`src/rtl/sensor_conditioner_if.sv`:
```
// Bus between the sensor front end and its consumer: raw contacts and
// temperature strobes in, debounced levels, averaged temperature and pulses out.
interface sensor_conditioner_if;
    logic [3:0] raw_sensors;
    logic       temp_valid;
    logic [5:0] temp_in;
    logic [3:0] sensors;
    logic [5:0] temp;
    logic       sensor_change;
    logic       temp_update;

    modport master (
        output raw_sensors, temp_valid, temp_in,
        input  sensors, temp, sensor_change, temp_update
    );

    modport slave (
        input  raw_sensors, temp_valid, temp_in,
        output sensors, temp, sensor_change, temp_update
    );
endinterface

```
`src/rtl/sensor_conditioner.sv`:
```
// Debounces four asynchronous contact inputs and averages temperature samples
// in groups of four; both paths publish registered values plus one-cycle pulses.
module sensor_conditioner #(
    parameter int         DEBOUNCE_CYCLES = 4,
    parameter logic [5:0] TEMP_RESET      = 6'd24
) (
    input  logic          clk,
    input  logic          rst,
    sensor_conditioner_if.slave bus
);

    localparam logic [7:0] DB_LIMIT = 8'(DEBOUNCE_CYCLES);

    logic [3:0] sync1_reg;
    logic [3:0] sync2_reg;
    logic [3:0] sensors_reg;
    logic [3:0] sensors_next;
    logic [3:0] upd;
    logic       sensor_change_reg;
    logic [7:0] cnt_reg  [4];
    logic [7:0] cnt_next [4];

    // Counter runs only while the synchronized level disagrees with the output;
    // the edge that reaches the limit flips the output and restarts the count.
    generate
        for (genvar gi = 0; gi < 4; gi++) begin : g_chan
            logic [7:0] cnt_inc;
            logic       differs;
            assign cnt_inc          = cnt_reg[gi] + 8'd1;
            assign differs          = sync2_reg[gi] != sensors_reg[gi];
            assign upd[gi]          = differs && (cnt_inc == DB_LIMIT);
            assign cnt_next[gi]     = (!differs || upd[gi]) ? 8'd0 : cnt_inc;
            assign sensors_next[gi] = upd[gi] ? sync2_reg[gi] : sensors_reg[gi];
        end
    endgenerate

    always_ff @(posedge clk) begin
        if (rst) begin
            sync1_reg         <= 4'b0000;
            sync2_reg         <= 4'b0000;
            sensors_reg       <= 4'b0000;
            sensor_change_reg <= 1'b0;
            for (int i = 0; i < 4; i++) begin
                cnt_reg[i] <= 8'd0;
            end
        end else begin
            sync1_reg         <= bus.raw_sensors;
            sync2_reg         <= sync1_reg;
            sensors_reg       <= sensors_next;
            sensor_change_reg <= |upd;
            for (int i = 0; i < 4; i++) begin
                cnt_reg[i] <= cnt_next[i];
            end
        end
    end

    typedef enum logic {IDLE, ACCUM} state_t;

    state_t     state_reg;
    logic [7:0] acc_reg;
    logic [1:0] count_reg;
    logic [5:0] temp_reg;
    logic       temp_update_reg;
    logic [7:0] sum;

    // Four 6-bit samples peak at 252, so the 8-bit sum cannot wrap.
    assign sum = acc_reg + {2'b00, bus.temp_in};

    always_ff @(posedge clk) begin
        if (rst) begin
            state_reg       <= IDLE;
            acc_reg         <= 8'd0;
            count_reg       <= 2'd0;
            temp_reg        <= TEMP_RESET;
            temp_update_reg <= 1'b0;
        end else begin
            temp_update_reg <= 1'b0;
            if (bus.temp_valid) begin
                case (state_reg)
                    IDLE: begin
                        acc_reg   <= {2'b00, bus.temp_in};
                        count_reg <= 2'd1;
                        state_reg <= ACCUM;
                    end
                    ACCUM: begin
                        if (count_reg == 2'd3) begin
                            temp_reg        <= sum[7:2];
                            temp_update_reg <= 1'b1;
                            acc_reg         <= 8'd0;
                            count_reg       <= 2'd0;
                            state_reg       <= IDLE;
                        end else begin
                            acc_reg   <= sum;
                            count_reg <= count_reg + 2'd1;
                        end
                    end
                    default: state_reg <= IDLE;
                endcase
            end
        end
    end

    assign bus.sensors       = sensors_reg;
    assign bus.sensor_change = sensor_change_reg;
    assign bus.temp          = temp_reg;
    assign bus.temp_update   = temp_update_reg;

endmodule

```
`src/flat_wrapper.sv`:
```
// flat-port wrapper written by rule: the top's interface ports become plain ports
module sensor_conditioner_flat 
#(
    parameter int         DEBOUNCE_CYCLES = 4,
    parameter logic [5:0] TEMP_RESET      = 6'd24
)
  (clk, rst, bus_raw_sensors, bus_temp_valid, bus_temp_in, bus_sensors, bus_temp, bus_sensor_change, bus_temp_update);
  sensor_conditioner_if bus_i ();
  input  logic clk;
  input  logic rst;
  input wire logic [$bits(bus_i.raw_sensors)-1:0] bus_raw_sensors;
  input wire logic [$bits(bus_i.temp_valid)-1:0] bus_temp_valid;
  input wire logic [$bits(bus_i.temp_in)-1:0] bus_temp_in;
  output wire logic [$bits(bus_i.sensors)-1:0] bus_sensors;
  output wire logic [$bits(bus_i.temp)-1:0] bus_temp;
  output wire logic [$bits(bus_i.sensor_change)-1:0] bus_sensor_change;
  output wire logic [$bits(bus_i.temp_update)-1:0] bus_temp_update;
  assign bus_i.raw_sensors = bus_raw_sensors;
  assign bus_i.temp_valid = bus_temp_valid;
  assign bus_i.temp_in = bus_temp_in;
  assign bus_sensors = bus_i.sensors;
  assign bus_temp = bus_i.temp;
  assign bus_sensor_change = bus_i.sensor_change;
  assign bus_temp_update = bus_i.temp_update;
  sensor_conditioner #(.DEBOUNCE_CYCLES(DEBOUNCE_CYCLES), .TEMP_RESET(TEMP_RESET)) u_core (.clk(clk), .rst(rst), .bus(bus_i));
endmodule
```
`config.mk`:
```
export PLATFORM = sky130hd
export DESIGN_NAME = sensor_conditioner_flat
export DESIGN_NICKNAME = d
export VERILOG_FILES = /design/src/rtl/sensor_conditioner_if.sv /design/src/rtl/sensor_conditioner.sv /design/src/flat_wrapper.sv
export SDC_FILE = /design/constraint.sdc
export NUM_CORES = 1
export LEC_CHECK = 0
export ABC_AREA = 1
export CORE_ASPECT_RATIO = 0.5
export CORE_MARGIN = 3
export CORE_UTILIZATION = 25
export DETAILED_ROUTE_END_ITERATION = 10
export GPL_TIMING_DRIVEN = 1
export MAX_ROUTING_LAYER = met4
export PLACE_DENSITY = 0.43
export REMOVE_ABC_BUFFERS = 1
export SLEW_MARGIN = 5
export SYNTH_ARGS = -nofsm -noshare
export SYNTH_HDL_FRONTEND = slang
export SYNTH_SLANG_ARGS = --single-unit
```
`constraint.sdc`:
```
create_clock -name clk -period 2 [get_ports clk]
set_input_delay 0.4 -clock clk [delete_from_list [all_inputs] [get_ports clk]]
set_output_delay 0.4 -clock clk [all_outputs]
set_load 0.02 [all_outputs]
```
==> run metrics <==
post-synthesis xor/xnor area fraction=2.58%; worst rel slew slack=74.5%; CTS root buf=clkbuf_16; max reg flops=32; synthesized flop and latch total=63; Required @ worst endpoint=1600 ps; critical path class=reg2out; Clock Latency Late Sink=330 ps; Post-Synth Adder-Cell Area=5.17%; Synth Warn #=0; Tot GR Track Use=10.5%; RSZ-0062 raised after global routing=false; critical path fanouts, max=3; Final period util=90.1%; Max Cap Violations=0; area leader, netlist=dfxtp_1; worst stage delay on the critical path=650 ps; Leakage=1.52 nW; minimum clock period=1800 ps; Top FF cell, synth=dfxtp_1; Gate Count Post-Synth=403; Via density=4.14; total gr overflow=0; share of cells above drive strength 1=15.4%; TritonCTS clock tree=done; I/O pins=25; clk_skew=3.69 ps; ANT cells=0; hold_buf cts=0; Clock Tree Buf Depth=2; slowest CP cell=clkdlybuf4s50_1; Final nets=475; Critical Path Source Type=flip-flop; Std-Cell Rows=27; mapped cell area=0.00305 mm^2; Syn-to-layout area delta=27.2%; sequential area share after synthesis=41.3%; global-route wire length before repair=11000 um; core area=0.0115 mm^2; vias in the first global route=2403; chip height=84.1 um; final hold viol count=0; PwrDens=769 mW/mm^2; Setup-failing EPs final=0; pin count of the biggest net entering global routing=16; post-synthesis mux area share=0%; Initial Utilization=26.6%; mean cell area of the mapped netlist=7.57 um^2; first drt pass iteration count=4; clk slew on worst S/H paths=50 ps; routed via count=2536; Sink Count=63; commonest non-fill, non-tap cell in the layout=nand2_1; cell family with most CP delay=buffers and inverters; WHS=400 ps; post-route ant nets=0; Final HPWL DP=4690 um; GPL Wtd Cong=0.771; Post-synth EDFFs=0; Post-Synth Simple-Gate Area=33.9%; slew of the pin with the lowest slew margin=381 ps; Worst Hold Class=reg2reg; Die Wd=162 um; status=finished, final reports clean; fraction of registers with async set/reset=0%; drt wl/cell=10.4 um; port bufs=24; commonest non-fill, non-tap cells in the layout=nand2_1, dfxtp_1, inv_1; maximum vdd ir drop=0.437 mV; total CTS buffers=9; Worst setup EP type=output pin; Initial DRC Count=131; top-area cell type share of the netlist area=41.3%; H-tree levels=3; die footprint=0.0136 mm^2; crit path buf inv count=1; pins over their slew limit=0; CP arrival=1400 ps; count of different cell masters after synthesis=34; Fmax achieved=555 MHz; Routed WL=6400 um; Area contributors post-synth=dfxtp_1, nand2_1, inv_1; CP Cell Sequence=clkdlybuf4s50_1; total power=2.98 mW; initial antenna violation count=0; Compound-Gate Fraction of Synth Area=9.80%; largest family of logic cells by synthesized area=simple AND/OR/NAND/NOR gates; DR DRC count=0
## stage by stage
| stage | setup slack, ps | cell area [um^2] | utilization (%) | std cells | setup TNS (ps) |
|---|---|---|---|---|---|
| after global routing | 56.4 | 3880 | 33.9 | 613 | 0 |
| after CTS | 60.1 | 3860 | 33.7 | 612 | 0 |
| after detailed placement | -281 | 3590 | 31.3 | 597 | -1680 |
| final | 198 | 3880 | 33.9 | 613 | 0 |
| after floorplan | 219 | 3030 | - | 399 | 0 |
| after global placement | -256 | 3590 | 31.3 | 597 | -1520 |
## cells by family after synthesis
| kind of cell | Yosys count |
|---|---|
| buffers and inverters | 58 |
| XOR/XNOR | 9 |
| flip-flops | 63 |
| adder cells (fa/ha/maj) | 12 |
| AO/OA/AOI/OAI | 50 |
| AND/OR/NAND/NOR | 211 |
## per-layer routing
metal | global-route usage [%] | wire (um)
met1 | 13.4 | 3420
met2 | 14.9 | 2590
met3 | 4.21 | 295
met4 | 3.72 | 95
met5 | - | 0
## final timing paths
| check | to | cells past startpoint | start | slack (ps) |
|---|---|---|---|---|
| worst min-delay path | u_core.sync2_reg[1] | 2 | u_core.sync1_reg[1] | 400 |
| worst max register to register | u_core.cnt_reg[0][6] | 8 | u_core.cnt_reg[0][0] | 330 |
| worst min register to register | u_core.sync2_reg[1] | 2 | u_core.sync1_reg[1] | 400 |
| worst max-delay path | bus_sensors[3] | 1 | u_core.bus.sensors[3] | 200 |
## timing repair
item / CTS / global route
buffers inserted: 0 / 1
setup endpoints to repair: 0 / 3
resized for setup: 0 / 3
## synthesized netlist by cell type (6+ instances only)
master and number:
nand3_1 28, dfxtp_1 63, ha_1 11, nand2_1 87
nor2_2 6, or2_2 6, inv_1 51, nor2_1 48
a21oi_2 6, a21oi_1 24, nand4_1 6
## report_power, final
| group | total [mW] | internal, mW | leakage [nW] | switching (mW) |
|---|---|---|---|---|
| clock | 1.47 | 0.934 | 0.136 | 0.532 |
| sequential | 1.30 | 1.28 | 0.512 | 0.0151 |
| combinational | 0.218 | 0.0998 | 0.869 | 0.118 |
## area by class of cell
cell class | count | area, um^2
sequential | 63 | 1260
fill | 1200 | 7570
tap | 159 | 199
inverter | 54 | 203
timing repair buffer | 40 | 363
clock buffer | 15 | 278
multi-input combinational | 282 | 1580
Power figures use the tool's default switching activity.
